$ cat src/rtl/pts_pkg.sv
// Shared types and constants for the PTS burst sequencer on the MRAM read path.
package pts_pkg;

   localparam int unsigned PTS_DATA_W  = 16;
   localparam int unsigned PTS_TIMEOUT = 15;

   typedef enum logic [2:0] {
      ST_IDLE    = 3'd0,
      ST_RD_REQ  = 3'd1,
      ST_RD_WAIT = 3'd2,
      ST_LOAD    = 3'd3,
      ST_SEND    = 3'd4,
      ST_NEXT    = 3'd5,
      ST_FINISH  = 3'd6
   } pts_ctrl_state_t;

endpackage

$ cat src/rtl/pts_rd_timer.sv
// Read-wait watchdog: reloads on entry to the wait and counts down while waiting.
// expired is high once TIMEOUT wait cycles have elapsed since the reload.
module pts_rd_timer
   import pts_pkg::*;
#(
   parameter int unsigned TIMEOUT = PTS_TIMEOUT
) (
   input  logic clk,
   input  logic rst,
   input  logic load,
   input  logic en,
   output logic expired
);

   localparam int unsigned    CNT_W  = (TIMEOUT > 1) ? $clog2(TIMEOUT) : 1;
   localparam logic [CNT_W-1:0] RELOAD = CNT_W'(TIMEOUT - 1);
   localparam logic [CNT_W-1:0] CNT_ONE = CNT_W'(1);

   logic [CNT_W-1:0] count_r;

   // Down-counter that parks at zero until the next reload.
   always_ff @(posedge clk or negedge rst) begin
      if (!rst) begin
         count_r <= {CNT_W{1'b0}};
      end else if (load) begin
         count_r <= RELOAD;
      end else if (en && (count_r != {CNT_W{1'b0}})) begin
         count_r <= count_r - CNT_ONE;
      end else begin
         count_r <= count_r;
      end
   end

   assign expired = (count_r == {CNT_W{1'b0}});

endmodule

$ cat src/rtl/pts_burst_ctrl.sv
// Burst sequencer: fetches burst_len MRAM words from base_addr and hands each
// to the PTS converter, waiting for end-of-transmission before the next read.
module pts_burst_ctrl
   import pts_pkg::*;
#(
   parameter int unsigned DATA_W  = PTS_DATA_W,
   parameter int unsigned ADDR_W  = 8,
   parameter int unsigned LEN_W   = 5,
   parameter int unsigned TIMEOUT = PTS_TIMEOUT
) (
   input  logic              clk,
   input  logic              rst,
   input  logic              start,
   input  logic [ADDR_W-1:0] base_addr,
   input  logic [LEN_W-1:0]  burst_len,
   input  logic              abort,
   output logic              busy,
   output logic              done,
   output logic              err,
   output logic [LEN_W-1:0]  words_sent,
   output logic              mem_rd_en,
   output logic [ADDR_W-1:0] mem_addr,
   input  logic [DATA_W-1:0] mem_rd_data,
   input  logic              mem_rd_valid,
   output logic              pts_load,
   output logic              pts_send_data,
   output logic [DATA_W-1:0] pts_data,
   input  logic              pts_eot
);

   localparam logic [LEN_W-1:0]  LEN_ONE  = LEN_W'(1);
   localparam logic [ADDR_W-1:0] ADDR_ONE = ADDR_W'(1);

   pts_ctrl_state_t   state_r, next_state_s;
   logic [ADDR_W-1:0] addr_r;
   logic [LEN_W-1:0]  len_r, words_sent_r;
   logic [DATA_W-1:0] pts_data_r;
   logic              abort_pend_r, err_r;
   logic              busy_r, done_r, mem_rd_en_r, pts_load_r, pts_send_data_r;
   logic              busy_s, done_s, mem_rd_en_s, pts_load_s, pts_send_data_s;
   logic              start_zero_s, last_word_s, tmr_expired_s;

   assign start_zero_s = (state_r == ST_IDLE) && start && (burst_len == {LEN_W{1'b0}});
   assign last_word_s  = (LEN_W'(words_sent_r + LEN_ONE) == len_r);

   pts_rd_timer #(.TIMEOUT(TIMEOUT)) u_rd_timer (
      .clk     (clk),
      .rst     (rst),
      .load    (state_r == ST_RD_REQ),
      .en      (state_r == ST_RD_WAIT),
      .expired (tmr_expired_s)
   );

   // State register.
   always_ff @(posedge clk or negedge rst) begin
      if (!rst) begin
         state_r <= ST_IDLE;
      end else begin
         state_r <= next_state_s;
      end
   end

   // Next-state logic; a read response beats a same-cycle timeout.
   always_comb begin
      next_state_s = state_r;
      case (state_r)
         ST_IDLE: begin
            if (start && (burst_len != {LEN_W{1'b0}})) next_state_s = ST_RD_REQ;
            else                                       next_state_s = ST_IDLE;
         end
         ST_RD_REQ: next_state_s = ST_RD_WAIT;
         ST_RD_WAIT: begin
            if (mem_rd_valid)       next_state_s = ST_LOAD;
            else if (tmr_expired_s) next_state_s = ST_FINISH;
            else                    next_state_s = ST_RD_WAIT;
         end
         ST_LOAD: next_state_s = ST_SEND;
         ST_SEND: begin
            if (pts_eot) next_state_s = ST_NEXT;
            else         next_state_s = ST_SEND;
         end
         ST_NEXT: begin
            if (last_word_s || abort_pend_r || abort) next_state_s = ST_FINISH;
            else                                      next_state_s = ST_RD_REQ;
         end
         ST_FINISH: next_state_s = ST_IDLE;
         default:   next_state_s = ST_IDLE;
      endcase
   end

   // Output decode from the upcoming state so the strobes come out of flops.
   always_comb begin
      busy_s          = (next_state_s != ST_IDLE);
      mem_rd_en_s     = (next_state_s == ST_RD_REQ);
      pts_load_s      = (next_state_s == ST_LOAD);
      pts_send_data_s = (next_state_s == ST_SEND);
      done_s          = (next_state_s == ST_FINISH) || start_zero_s;
   end

   // Output strobe registers.
   always_ff @(posedge clk or negedge rst) begin
      if (!rst) begin
         busy_r          <= 1'b0;
         done_r          <= 1'b0;
         mem_rd_en_r     <= 1'b0;
         pts_load_r      <= 1'b0;
         pts_send_data_r <= 1'b0;
      end else begin
         busy_r          <= busy_s;
         done_r          <= done_s;
         mem_rd_en_r     <= mem_rd_en_s;
         pts_load_r      <= pts_load_s;
         pts_send_data_r <= pts_send_data_s;
      end
   end

   // Abort request held until the burst returns to idle.
   always_ff @(posedge clk or negedge rst) begin
      if (!rst) begin
         abort_pend_r <= 1'b0;
      end else begin
         abort_pend_r <= (state_r != ST_IDLE) && (abort_pend_r || abort);
      end
   end

   // Address, length, word count, captured data and sticky timeout flag.
   always_ff @(posedge clk or negedge rst) begin
      if (!rst) begin
         addr_r       <= {ADDR_W{1'b0}};
         len_r        <= {LEN_W{1'b0}};
         words_sent_r <= {LEN_W{1'b0}};
         pts_data_r   <= {DATA_W{1'b0}};
         err_r        <= 1'b0;
      end else begin
         case (state_r)
            ST_IDLE: begin
               if (start) begin
                  err_r <= 1'b0;
                  if (burst_len != {LEN_W{1'b0}}) begin
                     addr_r       <= base_addr;
                     len_r        <= burst_len;
                     words_sent_r <= {LEN_W{1'b0}};
                  end
               end
            end
            ST_RD_WAIT: begin
               if (mem_rd_valid)       pts_data_r <= mem_rd_data;
               else if (tmr_expired_s) err_r      <= 1'b1;
            end
            ST_NEXT: begin
               words_sent_r <= words_sent_r + LEN_ONE;
               if (next_state_s == ST_RD_REQ) addr_r <= addr_r + ADDR_ONE;
            end
            default: begin
               err_r <= err_r;
            end
         endcase
      end
   end

   assign busy          = busy_r;
   assign done          = done_r;
   assign err           = err_r;
   assign words_sent    = words_sent_r;
   assign mem_rd_en     = mem_rd_en_r;
   assign mem_addr      = addr_r;
   assign pts_load      = pts_load_r;
   assign pts_send_data = pts_send_data_r;
   assign pts_data      = pts_data_r;

endmodule
$ cat config.mk
export PLATFORM = sky130hd
export DESIGN_NAME = pts_burst_ctrl
export DESIGN_NICKNAME = d
export VERILOG_FILES = /design/src/rtl/pts_pkg.sv /design/src/rtl/pts_rd_timer.sv /design/src/rtl/pts_burst_ctrl.sv
export SDC_FILE = /design/constraint.sdc
export NUM_CORES = 1
export LEC_CHECK = 0
export CAP_MARGIN = 40
export CORE_ASPECT_RATIO = 0.9
export CORE_MARGIN = 5
export CORE_UTILIZATION = 51
export DETAILED_ROUTE_END_ITERATION = 10
export PLACE_DENSITY = 0.85
export SYNTH_ARGS = -nofsm -noshare
export SYNTH_HDL_FRONTEND = slang
export SYNTH_HIERARCHICAL = 1
export SYNTH_SLANG_ARGS = --single-unit
export TNS_END_PERCENT = 100
$ cat constraint.sdc
create_clock -name clk -period 3.1 [get_ports clk]
set_input_delay 0.31 -clock clk [delete_from_list [all_inputs] [get_ports clk]]
set_output_delay 0.31 -clock clk [all_outputs]
set_load 0.05 [all_outputs]
==> out/summary.log, run 1 <==
qor: detailed_routing.route.met3.wl 497 um
qor: timing.tns 0 ns
qor: cells_and_area.drive_gt1_share 15.1%
qor: cts.cts.sink_count 48
qor: setup_path.worst-endpoint-required 3.28 ns
qor: timing.finalHoldViolations 0
qor: detailed_routing.vias_per_cell 5.63
qor: flow_run.max_cap_viol_count 0
qor: global_routing.grt_first_pass_wirelength 9450 um
qor: worst_hold_path.holdPathStages 1
qor: synthesis.synth-async-reset-ratio 100%
qor: die.placement_rows 23
qor: cells_and_area.total_non_filler_cell_area_in_the_finished_layout 3290 um2
qor: cts.clk_transition_reported_paths 0.09 ns
qor: cells_and_area.antenna-diode-count 0
qor: synthesis.avgSynthCellArea 10.6 um2
qor: die.area_inside_the_core_boundary 4520 um2
qor: setup_path.crit_path_top_delay_cell dfrtp_1
qor: pwr.net_load_switching_power 1770 uW
qor: cts.cts_buffers 5
qor: die.die_area 6220 um2
qor: detailed_routing.met1_length 2440 um
qor: cells_and_area.syn_to_final_growth 36.0%
qor: global_routing.grt.overflow.total 0
qor: pwr.power.share.sequential 32.5%
qor: die.die_x_extent 82.6 um
qor: setup_path.arrival 2.51 ns
qor: detailed_routing.remaining_drcs 0
qor: cells_and_area.design.final.nets 335
qor: place.io_buffers 69
qor: detailed_routing.drt-initial-drc-count 128
qor: pwr.ir_worst_vdd 0.682 mV
qor: detailed_routing.routed_wirelength 5760 um
qor: detailed_routing.vias 2028
qor: synthesis.synth_warnings 6
qor: setup_path.type_of_origin_of_the_critical_path flop
qor: timing.timing.final.max_slew_violations 0
qor: synthesis.synth_edf_count 0
qor: synthesis.netlist-cell-type-count 51
qor: detailed_routing.routedWlPerCell 16.0 um
qor: worst_hold_path.worstHoldPathType reg -> reg
qor: cts.clock_path_buffers 2
qor: pwr.cellPowerDensity 1140 nW/um2
qor: die.io_pins 70
qor: detailed_routing.drtPass1Iterations 4
qor: timing.rsz_0062_raised_after_global_routing no
qor: die.chipHeight 75.3 um
qor: synthesis.yosysSeqAreaShare 49.7%
qor: pwr.comb_power_share 55.7%
qor: setup_path.cp_cell_sequence and3b_1, nand2_1, or4_1, nor3b_1
qor: pwr.leakagePower 0.00138 uW
qor: global_routing.vias_in_the_first_global_route 2025
qor: cts.cts_tree built
qor: timing.slew-limit-headroom 50.2%
qor: setup_path.reg2regPathDepth 4
qor: cts.clock_latency_of_the_later_clocked_register_in_the_worst_skew_pair 0.29 ns
qor: pwr.power.clock.fraction 11.8%
qor: global_routing.groute.usage.overall 19.8%
qor: place.gp_routability_congestion 0.807
qor: global_routing.antenna_found_initial 0
qor: detailed_routing.top_layer met4
qor: cts.postCtsSetupBuffers 0
qor: die.initial_core_util 53.5%
qor: synthesis.syn-cell-area 2420 um2
qor: timing.worst_slew_pin_slew 0.747 ns
qor: setup_path.cp_slowest_stage_delay 0.69 ns
qor: timing.clock_skew 0.00778 ns
qor: synthesis.yosys_most_used_dff dfrtp_1
qor: setup_path.worstSetupEndpointType flop
qor: timing.final_clock_period_utilization_by_the_worst_path 75.2%
qor: timing.timing.final.setup_violations 0
qor: timing.finalWorstPathRequiredPeriod 2.33 ns
qor: pwr.internal-power 1960 uW
qor: detailed_routing.final_antenna_net_count 0
qor: detailed_routing.met2_length 2750 um
qor: setup_path.critical_path_class reg -> reg
qor: synthesis.syn-instance-count 227
qor: place.placed_area 3170 um2
qor: run_status.run_status complete, no violations
qor: timing.max_freq 0.429 GHz
qor: cts.htree_num_levels 2
qor: synthesis.synth_seq_cells 48
qor: cells_and_area.layout.core_utilization 72.7%
qor: synthesis.mappedNetlistNets 265
qor: global_routing.grt_max_degree 28
qor: place.hpwlAfterDp 4240 um
qor: pwr.switching_share 47.4%
qor: cts.clockRootBuffer clkbuf_8
qor: setup_path.cp_max_fo 18
## cells in the mapped netlist, types with 2 or more instances
| cell | number | area [um2] |
|---|---|---|
| dfrtp_1 | 48 | 1200 |
| a22oi_1 | 3 | 22.5 |
| buf_4 | 2 | 15.0 |
| mux2_2 | 23 | 259 |
| nand4_1 | 2 | 12.5 |
| nand2_1 | 23 | 86.3 |
| buf_2 | 4 | 20.0 |
| o21ai_0 | 4 | 20.0 |
| nor3_1 | 4 | 20.0 |
| ha_1 | 3 | 37.5 |
| or2_2 | 2 | 12.5 |
| and3b_1 | 2 | 17.5 |
| xnor2_1 | 5 | 43.8 |
| nor2_1 | 21 | 78.8 |
| a21oi_1 | 12 | 60.1 |
| a31oi_1 | 3 | 18.8 |
| inv_1 | 9 | 33.8 |
| nand3_1 | 5 | 25.0 |
| nor3b_1 | 2 | 15.0 |
| or4_1 | 3 | 22.5 |
| o31ai_1 | 3 | 22.5 |
| a41oi_1 | 2 | 17.5 |
| and3_1 | 2 | 12.5 |
| nor4b_1 | 2 | 17.5 |
| or3_1 | 2 | 12.5 |
| xor2_1 | 3 | 26.3 |
| nor2b_1 | 3 | 18.8 |
| nor4_1 | 4 | 25.0 |
| clkbuf_1 | 4 | 15.0 |
## critical path: cells and delay by family, from the launching register on
family	cells	cell delay, ns
flops	1	0.69
simple gates	4	1.53
## layer usage
metal  track usage, %  up-vias
met2             32.4       75
li1                 -      963
met1             25.5      981
met5                0        -
met3             6.74        9
met4             5.08        0
## power groups by stage
stage	combinational, uW	clock [uW]	sequential, uW
after floorplan	787	0	1840
after global placement	2030	0	1200
after detailed placement	2070	0	1220
after CTS	2090	452	1210
after global routing	2210	485	1260
final	2080	441	1210
## cells in the final DEF (no fill, tap or decap), types with 2 or more instances in the layout
cell / count
a22oi_1: 3
or2_2: 2
buf_4: 2
o21ai_0: 4
a41oi_1: 2
mux2_2: 23
a21oi_1: 12
nor3_1: 4
xor2_1: 3
ha_1: 3
and3b_1: 2
a31oi_1: 3
o31ai_1: 3
or3_1: 2
clkdlybuf4s50_1: 68
nor4b_1: 2
or4_1: 3
inv_1: 9
nand2_1: 23
nand4_1: 2
nor4_1: 4
and3_1: 2
nor2_1: 21
dfrtp_1: 48
nand3_1: 5
clkbuf_8: 5
nor2b_1: 3
nor3b_1: 2
xnor2_1: 5
## cell type report
| type | instances | area [um2] |
|---|---|---|
| Multi-Input combinational cell | 160 | 1130 |
| Inverter | 9 | 33.8 |
| Timing Repair Buffer | 73 | 731 |
| Clock inverter | 3 | 42.5 |
| Tap cell | 62 | 77.6 |
| Fill cell | 326 | 1230 |
| Clock buffer | 5 | 68.8 |
| Sequential cell | 48 | 1200 |
## final timing paths
| path | end | from | slack, ns |
|---|---|---|---|
| worst max-delay path | mem_addr[5] | state_r[2] | 0.77 |
| worst min-delay path | pts_data[7] | pts_data[7] | 0.51 |
| worst max register to register | mem_addr[5] | state_r[2] | 0.77 |
| worst min register to register | pts_data[7] | pts_data[7] | 0.51 |
| max in group asynchronous | done | rst | 2.05 |
| min in group asynchronous | pts_data[10] | rst | 0.53 |
## sequential cells by signal (all words and copies together), names as in the netlist
name	count
abort_pend_r	1
busy	1
done	1
err	1
len_r	5
mem_addr	8
mem_rd_en	1
pts_data	16
pts_load	1
pts_send_data	1
state_r	3
u_rd_timer/count_r	4
words_sent	5
## logic make-up after synthesis
kind of cell,share of synthesized area (%)
buf+inv,3.47
simple gates,18.7
mux,11.1
fa+ha+maj,1.55
flops,49.7
xor+xnor,2.90
compound gates,12.5
## timing repair
action	CTS	global route
hold endpoints to repair	19	0
resized for setup	0	0
hold buffers	1	0
## stage by stage
step	hold WS [ns]	power (uW)	instances	worst slack, ns
4_1_cts	0.521	3750	360	0.804
3_3_place_gp	0.488	3230	350	0.813
5_1_grt	0.548	3950	360	0.623
2_1_floorplan	0.0144	2620	227	0.844
6_report	0.514	3730	360	0.768
3_5_place_dp	0.316	3290	351	0.738
Note: power is estimated with default switching activity, not from simulation.
==> run 2, diff against run 1 <==
--- a/config.mk
+++ b/config.mk
@@ -8,9 +8,9 @@
 export CAP_MARGIN = 40
 export CORE_ASPECT_RATIO = 0.9
 export CORE_MARGIN = 5
-export CORE_UTILIZATION = 51
+export CORE_UTILIZATION = 43
 export DETAILED_ROUTE_END_ITERATION = 10
-export PLACE_DENSITY = 0.85
+export PLACE_DENSITY = 0.76
 export SYNTH_ARGS = -nofsm -noshare
 export SYNTH_HDL_FRONTEND = slang
 export SYNTH_HIERARCHICAL = 1
==> constraint.sdc (replaced) <==
create_clock -name clk -period 2.1 [get_ports clk]
set_input_delay 0.21 -clock clk [delete_from_list [all_inputs] [get_ports clk]]
set_output_delay 0.21 -clock clk [all_outputs]
set_load 0.05 [all_outputs]
==> out/summary.log, run 2 (synthesis results as in run 1) <==
qor: timing.slew-limit-headroom 59.5%
qor: setup_path.cp_slowest_stage_delay 0.51 ns
qor: die.initial_core_util 45.2%
qor: detailed_routing.drt-initial-drc-count 107
qor: worst_hold_path.worstHoldPathType in -> async
qor: setup_path.r2r_path_start words_sent[1]
qor: place.hpwlAfterDp 4560 um
qor: timing.finalHoldViolations 0
qor: cells_and_area.largest_reg_flops 16
qor: timing.hold_slack 0.0119 ns
qor: detailed_routing.routedWlPerCell 16.1 um
qor: global_routing.grt.overflow.total 0
qor: place.gp_routability_congestion 0.797
qor: global_routing.grt_first_pass_wirelength 10300 um
qor: die.io_pins 70
qor: timing.worst_slack 0.123 ns
qor: setup_path.cp_cell_sequence ha_2, nand3_2, xnor2_2, nor4_4, buf_4, or4_1, nor3b_1
qor: die.die_x_extent 89.0 um
qor: pwr.cellPowerDensity 1670 nW/um2
qor: cells_and_area.drive_gt1_share 22.3%
qor: run_status.run_status complete, no violations
qor: global_routing.antenna_found_initial 0
qor: timing.final_clock_period_utilization_by_the_worst_path 94.2%
qor: setup_path.cp_max_fo 5
qor: detailed_routing.drtPass1Iterations 4
qor: cts.htree_num_levels 2
qor: place.place_worst_setup_slack 0.0149 ns
qor: pwr.leakagePower 0.00146 uW
qor: setup_path.worst-endpoint-required 2.30 ns
qor: detailed_routing.vias_per_cell 5.39
qor: pwr.ir_worst_vdd 0.835 mV
qor: cts.clock_latency_of_the_later_clocked_register_in_the_worst_skew_pair 0.30 ns
qor: cells_and_area.final_common_cell clkdlybuf4s50_1
qor: cells_and_area.layout.core_utilization 64.2%
qor: detailed_routing.routed_wirelength 6130 um
qor: setup_path.worstSetupEndpointType flop
qor: setup_path.arrival 2.17 ns
qor: timing.finalWorstPathRequiredPeriod 1.98 ns
qor: cells_and_area.design.final.nets 351
qor: timing.timing.final.max_slew_violations 0
qor: timing.max_freq 0.506 GHz
qor: pwr.post-layout-total-power 5740 uW
qor: flow_run.max_cap_viol_count 0
qor: die.chipHeight 81.1 um
qor: detailed_routing.final_antenna_net_count 0
qor: die.area_inside_the_core_boundary 5350 um2
qor: setup_path.crit_path_top_delay_cell or4_1
qor: die.placement_rows 25
qor: cells_and_area.antenna-diode-count 0
qor: die.die_area 7220 um2
qor: detailed_routing.remaining_drcs 0
qor: detailed_routing.vias 2053
qor: setup_path.critical_path_class reg -> reg
qor: cells_and_area.syn_to_final_growth 42.0%
qor: timing.timing.final.setup_violations 0
qor: global_routing.vias_in_the_first_global_route 2173
qor: cts.cts_buffers 5
qor: cts.clk_transition_reported_paths 0.09 ns
qor: cts.cts.sink_count 48
qor: place.io_buffers 69
qor: cells_and_area.mostFrequentLayoutCells clkdlybuf4s50_1 (68), dfrtp_1 (43), nand2_1 (23), mux2_2 (23), nor2_1 (21)
qor: setup_path.reg2reg_to mem_addr[5]
qor: cts.cts_tree built
qor: timing.tns 0 ns
qor: setup_path.type_of_origin_of_the_critical_path flop
qor: timing.rsz_0062_raised_after_global_routing no
qor: setup_path.minimum_setup_slack_among_reg_to_reg_paths 0.12 ns
qor: cts.clockRootBuffer clkbuf_8
qor: global_routing.groute.usage.overall 18.4%
qor: global_routing.grt_max_degree 49
qor: setup_path.reg2regPathDepth 7
qor: timing.clock_skew 0.00246 ns
qor: cts.clock_path_buffers 2
qor: timing.worst_slew_pin_slew 0.608 ns
[run 2: layout make-up]
type                       instances  area, um2
clock buffer                       6       72.6
clock inverter                     2       35.0
timing repair buffer              89        836
inverter                           9       33.8
multi-input combinational        160       1160
sequential                        48       1210
fill                             445       1920
tap                               67       83.8
[run 2: stage by stage]
step	std cells	cell area, um2
2_1_floorplan	227	2420
5_1_grt	381	3430
3_3_place_gp	373	3290
3_5_place_dp	373	3290
6_report	381	3430
4_1_cts	381	3400
[run 2: worst max path at each step]
stage	startpoint	end	slack, ns	cells after the start
floorplan	words_sent[2]	mem_addr[1]	-0.001	5
global placement	burst_len[0]	mem_addr[4]	0.05	7
detailed placement	burst_len[0]	mem_addr[4]	0.01	7
CTS	words_sent[1]	mem_addr[4]	0.02	8
global route	words_sent[1]	mem_addr[5]	0.00005	7
finish	words_sent[1]	mem_addr[5]	0.12	7
[run 2: critical path, delay by kind of cell, from the launching register on]
| kind | cells | cell delay (ns) |
|---|---|---|
| DFF | 1 | 0.39 |
| xor gates and xnor gates | 1 | 0.21 |
| and+or+nand+nor | 4 | 0.86 |
| buffers and inverters | 1 | 0.16 |
| adders and majority gates | 1 | 0.23 |
[run 2: power by group]
part	switching [uW]	internal (uW)	leakage, uW	total, uW
registers	386	1350	0.000581	1740
clock network	309	354	0.0000552	662
logic	2000	1340	0.000825	3340
[run 2: layer usage]
metal  track usage, %  up-vias  routed length [um]
met2             31.9       39                3160
met3             3.45       12                 177
met4             5.95        0                 125
met1             23.0      998                2660
li1                 -     1004                   -
met5                0        -                   0
[run 2: timing repair]
action,in CTS,in global routing
setup buffers,0,0
setup endpoints to repair,0,10
gates resized for setup,0,6
hold buffers,0,0
